==> src/rtl/dispatch_sink_stream_pkg.sv <==
// Shared types and helpers for the dispatch sink stream block.
package sink_stream_config;

  typedef enum logic [1:0] {
    IDLE  = 2'd0,
    COUNT = 2'd1,
    INDEX = 2'd2
  } drain_state_t;

  // Width needed to hold any count from 0 up to n inclusive.
  function automatic int snk_width(input int n);
    return $clog2(n + 1);
  endfunction

endpackage

==> src/rtl/dispatch_sink_stream_fifo.sv <==
// Synchronous frame FIFO. Pointers wrap mod DEPTH; a full flag separates full from empty.
module sink_frame_fifo #(
  parameter int WIDTH = 16,
  parameter int DEPTH = 4
) (
  input  logic             clk,
  input  logic             arstn,
  input  logic             push_i,
  input  logic             pop_i,
  input  logic [WIDTH-1:0] data_i,
  output logic [WIDTH-1:0] head_o,
  output logic             full_o,
  output logic             empty_o
);

  localparam int AW = $clog2(DEPTH);

  logic [WIDTH-1:0] mem_q [DEPTH];
  logic [AW-1:0]    wr_ptr_q, wr_ptr_d;
  logic [AW-1:0]    rd_ptr_q, rd_ptr_d;
  logic             full_q, full_d;
  logic             do_push, do_pop;

  assign empty_o = (wr_ptr_q == rd_ptr_q) && !full_q;
  assign full_o  = full_q;
  assign head_o  = mem_q[rd_ptr_q];

  // A full FIFO refuses the push even when a pop frees a slot this cycle.
  assign do_push = push_i && !full_q;
  assign do_pop  = pop_i && !empty_o;

  always_comb begin
    wr_ptr_d = wr_ptr_q;
    rd_ptr_d = rd_ptr_q;
    full_d   = full_q;
    if (do_push) wr_ptr_d = wr_ptr_q + AW'(1);
    if (do_pop)  rd_ptr_d = rd_ptr_q + AW'(1);
    if (do_push && !do_pop && (wr_ptr_d == rd_ptr_q)) full_d = 1'b1;
    else if (do_pop && !do_push)                      full_d = 1'b0;
  end

  always_ff @(posedge clk) begin
    if (!arstn) begin
      wr_ptr_q <= '0;
      rd_ptr_q <= '0;
      full_q   <= 1'b0;
    end else begin
      wr_ptr_q <= wr_ptr_d;
      rd_ptr_q <= rd_ptr_d;
      full_q   <= full_d;
    end
  end

  always_ff @(posedge clk) begin
    if (do_push) mem_q[wr_ptr_q] <= data_i;
  end

endmodule

==> src/rtl/dispatch_sink_stream.sv <==
// Buffers network fire frames and streams each as a count beat followed by fired indices.
// Optional DISPATCH_SINK_FIRE_MASK_EN adds a fire_mask input applied when a frame is fetched.
module dispatch_sink_stream
  import sink_stream_config::*;
#(
  parameter int NUM_OUT     = 16,
  parameter int FRAME_DEPTH = 4,
  localparam int SNK_WIDTH  = snk_width(NUM_OUT)
) (
  input  logic                 clk,
  input  logic                 arstn,
  input  logic                 net_valid,
  output logic                 net_ready,
  input  logic [NUM_OUT-1:0]   net_out,
`ifdef DISPATCH_SINK_FIRE_MASK_EN
  input  logic [NUM_OUT-1:0]   fire_mask,
`endif
  input  logic                 snk_ready,
  output logic                 snk_valid,
  output logic [SNK_WIDTH-1:0] snk,
  output logic                 snk_last,
  output logic                 busy
);

  function automatic logic [SNK_WIDTH-1:0] popcount(input logic [NUM_OUT-1:0] v);
    logic [SNK_WIDTH-1:0] c;
    c = '0;
    for (int i = 0; i < NUM_OUT; i++) c = c + SNK_WIDTH'(v[i]);
    return c;
  endfunction

  // Lowest set bit wins: scanning downwards lets the lowest match overwrite.
  function automatic logic [SNK_WIDTH-1:0] lowest_set(input logic [NUM_OUT-1:0] v);
    logic [SNK_WIDTH-1:0] idx;
    idx = '0;
    for (int i = NUM_OUT - 1; i >= 0; i--) if (v[i]) idx = SNK_WIDTH'(i);
    return idx;
  endfunction

  drain_state_t         state_q, state_d;
  logic [NUM_OUT-1:0]   pend_q, pend_d;
  logic [SNK_WIDTH-1:0] cnt_q, cnt_d;
  logic [NUM_OUT-1:0]   fifo_head, pend_fetch, pend_rest;
  logic                 fifo_full, fifo_empty, fifo_pop;

  sink_frame_fifo #(
    .WIDTH (NUM_OUT),
    .DEPTH (FRAME_DEPTH)
  ) u_fifo (
    .clk     (clk),
    .arstn   (arstn),
    .push_i  (net_valid && net_ready),
    .pop_i   (fifo_pop),
    .data_i  (net_out),
    .head_o  (fifo_head),
    .full_o  (fifo_full),
    .empty_o (fifo_empty)
  );

  assign net_ready = !fifo_full && arstn;
  assign busy      = !fifo_empty || (state_q != IDLE);

`ifdef DISPATCH_SINK_FIRE_MASK_EN
  assign pend_fetch = fifo_head & fire_mask;
`else
  assign pend_fetch = fifo_head;
`endif

  // Pending set with its lowest fired output removed.
  assign pend_rest = pend_q & (pend_q - NUM_OUT'(1));

  always_comb begin
    state_d   = state_q;
    pend_d    = pend_q;
    cnt_d     = cnt_q;
    fifo_pop  = 1'b0;
    snk_valid = 1'b0;
    snk       = '0;
    snk_last  = 1'b0;
    case (state_q)
      IDLE: begin
        if (!fifo_empty) begin
          fifo_pop = 1'b1;
          pend_d   = pend_fetch;
          cnt_d    = popcount(pend_fetch);
          state_d  = COUNT;
        end
      end
      COUNT: begin
        snk_valid = 1'b1;
        snk       = cnt_q;
        snk_last  = (cnt_q == '0);
        if (snk_ready) state_d = (cnt_q == '0) ? IDLE : INDEX;
      end
      INDEX: begin
        snk_valid = 1'b1;
        snk       = lowest_set(pend_q);
        snk_last  = (pend_rest == '0);
        if (snk_ready) begin
          pend_d = pend_rest;
          if (pend_rest == '0) state_d = IDLE;
        end
      end
      default: state_d = IDLE;
    endcase
  end

  always_ff @(posedge clk) begin
    if (!arstn) state_q <= IDLE;
    else        state_q <= state_d;
  end

  always_ff @(posedge clk) begin
    pend_q <= pend_d;
    cnt_q  <= cnt_d;
  end

endmodule
==> config.mk <==
export PLATFORM = sky130hd
export DESIGN_NAME = dispatch_sink_stream
export DESIGN_NICKNAME = d
export VERILOG_FILES = /design/src/rtl/dispatch_sink_stream_pkg.sv /design/src/rtl/dispatch_sink_stream_fifo.sv /design/src/rtl/dispatch_sink_stream.sv
export SDC_FILE = /design/constraint.sdc
export NUM_CORES = 1
export LEC_CHECK = 0
export ABC_AREA = 1
export BUFFER_PORTS_ARGS = -buffer_cell sky130_fd_sc_hd__clkbuf_2
export CAP_MARGIN = 10
export CORE_ASPECT_RATIO = 1.5
export CORE_MARGIN = 10
export CORE_UTILIZATION = 35
export DETAILED_ROUTE_END_ITERATION = 8
export PLACE_DENSITY = 0.49
export SLEW_MARGIN = 20
export SYNTH_ARGS = -nofsm -noshare
export SYNTH_HDL_FRONTEND = slang
export SYNTH_SLANG_ARGS = --single-unit
==> constraint.sdc <==
create_clock -name clk -period 12.2 [get_ports clk]
set_clock_uncertainty 0.15 [all_clocks]
set_input_delay 2.44 -clock clk [delete_from_list [all_inputs] [get_ports clk]]
set_output_delay 2.44 -clock clk [all_outputs]
set_load 0.05 [all_outputs]
==> reports/results.ini <==
[cts]
clock_tree.buffer_depth=2
cts_setup_buffers=0
htreeDepth=3
worst_skew_pair_later_pin_latency_ns=0.34
postCtsHoldBufs=0
clock_pin_slew_worst_setup_and_hold_paths_ns=0.06
cts.repair.resized=0
tritoncts_num_sinks=94
cts.root.buffer_cell=clkbuf_16
tritoncts.num_buffers=9
cts_tree=yes

[routing]
route.final.wire_length_um=9750
average_wire_per_cell_in_the_routed_design_um=15.2
pre_antenna_drt_iters=4
post-route-drc-count=0
routed_via_density=4.77
detailed_route_via_count=3061
drt.antenna.violating_nets=0
dr.first_iter.drc_count=199

[logic_synthesis]
synth.largest_area_cell=edfxtp_1
synth-edff-count=85
ys_top_cells_by_area=edfxtp_1, nand2_1, fa_1
yosysWarningCount=0
synth.most_common_cell=nand2_1
synth-seq-cells=94
netlist-cell-type-count=28
avgSynthCellArea_sq_um=10.4
post_synth_inst_count=443
post_synthesis_sequential_area_ratio=0.593
syn-cell-area_sq_um=4610
post-synth-top-area-fraction=0.554
syn_nets=485
synth_commonest_cells=nand2_1, edfxtp_1, inv_1, nor2_1, o21ai_0
async_flop_share=0
synth_ff_type=edfxtp_1

[timing]
tightestPinTransition_ns=0.805
fin_tns_setup_ns=0
time_the_final_worst_path_needs_with_i_o_delays_and_setup_ns=5.70
setup-violations-final=0
slew_viol_final=0
setup_repair_after_global_routing_missed_its_margin=false
maxSlewHeadroom=0.463
post-route-period-util=0.467
hold_violations_final=0
clock.fmax_mhz=175

[die]
die-width_um=114
die-area_sq_um=18300
standard_cell_row_count=51
ioPinCount=29
chipHeight_um=161
start_util=0.356
design.core.area_sq_um=13000

[setup_path]
worstSetupPathType=in2out
cp_data_required_time_ns=9.61
worstRegToRegCells=13
critical_path_endpoint_category=output port
critical_path.startpoint_type=primary input
worst-endpoint-arrival_ns=3.11
crit_fanout=6

[place]
placed_area_sq_um=4960
gpl.final_weighted_congestion=0.847
post-dp-hpwl_um=7030
numPortBuffers=28

[hold_path]
worst_hold_path_type=reg2reg
worst_hold_path.num_cells=2

[layout]
final_nets=520
n_fill_cell=1295
layout.cell_area.non_filler_sq_um=5250
drive_above_1_share=0.133
antenna_cells_inserted=0
areaGrowthSynthToFinish_pct=13.9
fin_util=0.405

[global_route]
use_met3=0.0186
top_usage_layer=met2
track_usage=0.110
grt-ovfl-total=0
grt_pass1_wl_um=15700
via_count_of_the_first_global_routing_pass=3101
use_met1=0.124
maximum_number_of_pins_on_one_net_before_global_route_repair=34
fraction_of_met2_tracks_used_by_global_routing=0.196
antenna_found_initial=0

[outcome]
result_of_the_run=finished, final reports clean

[flow_run]
max_cap_violations=0

-- critical path: stages --
cell,delay [ns]
clkbuf_2,0.14
inv_1,0.08
nor2_1,0.14
clkbuf_2,0.31
-- per-layer routing --
| metal | vias to the layer above | share of wire |
|---|---|---|
| met5 | - | 0 |
| met4 | 0 | 0.018 |
| met3 | 12 | 0.020 |
| met2 | 34 | 0.54 |
| met1 | 1441 | 0.42 |
| li1 | 1574 | - |
-- through the flow --
stage / hold slack, ns / cells / worst slack, ns
floorplan: 0.305 / 443 / 6.43
global route: 0.369 / 642 / 6.42
global placement: 0.346 / 626 / 6.51
detailed placement: 0.343 / 626 / 6.50
CTS: 0.353 / 642 / 6.50
finish: 0.346 / 642 / 6.50
-- cell type report --
cell class / count / area [sq um] / share of cell area
sequential: 94 / 2730 / 0.520
multi-input combinational: 286 / 1640 / 0.312
clock buffer: 11 / 233 / 0.0443
tap: 159 / 199 / 0.0379
inverter: 52 / 195 / 0.0372
timing repair buffer: 35 / 193 / 0.0367
clock inverter: 5 / 58.8 / 0.0112
-- cells in the final DEF, fill, tap and decap left out, types with 3 or more instances in the layout --
cell type   n
nor2_1     49
edfxtp_1   85
a32o_1     10
o21ai_0    38
nor3_1      3
clkbuf_2   28
xnor2_1     3
clkbuf_16   9
inv_1      52
a21oi_1    15
nand2_2     4
dfxtp_1     9
nand3_1    15
fa_1       10
nand2_1    98
ha_1       12
o21ai_1     3
buf_4       7
o22ai_1     7
nor2_2      5
-- worst paths after layout --
check              from    endpoint  slack (ns)
max               arstn   net_ready        6.50
min          state_q[0]  state_q[0]        0.35
max reg2reg    register    cnt_q[2]        7.22
min reg2reg  state_q[0]  state_q[0]        0.35
-- sequential cells by signal (all words and copies together) (netlist names), named ones only --
name             count
u_fifo.mem_q        64
u_fifo.rd_ptr_q      2
u_fifo.wr_ptr_q      2
state_q              2
pend_q              16
cnt_q                5
u_fifo.full_o        1
-- kinds of logic (layout without fill, tap and decap cells) --
group,count (synthesis),count (layout),synth area share
flops,94,94,0.593
mux,1,1,0.00217
simple gates,183,183,0.173
buf+inv,63,103,0.0513
fa+ha+maj,22,22,0.0760
compound gates,75,75,0.0953
xor+xnor,5,5,0.00950
Power is left out: the tool's default activity adds up to more than one toggle a clock period on the data nets, which glitch-free logic cannot reach.
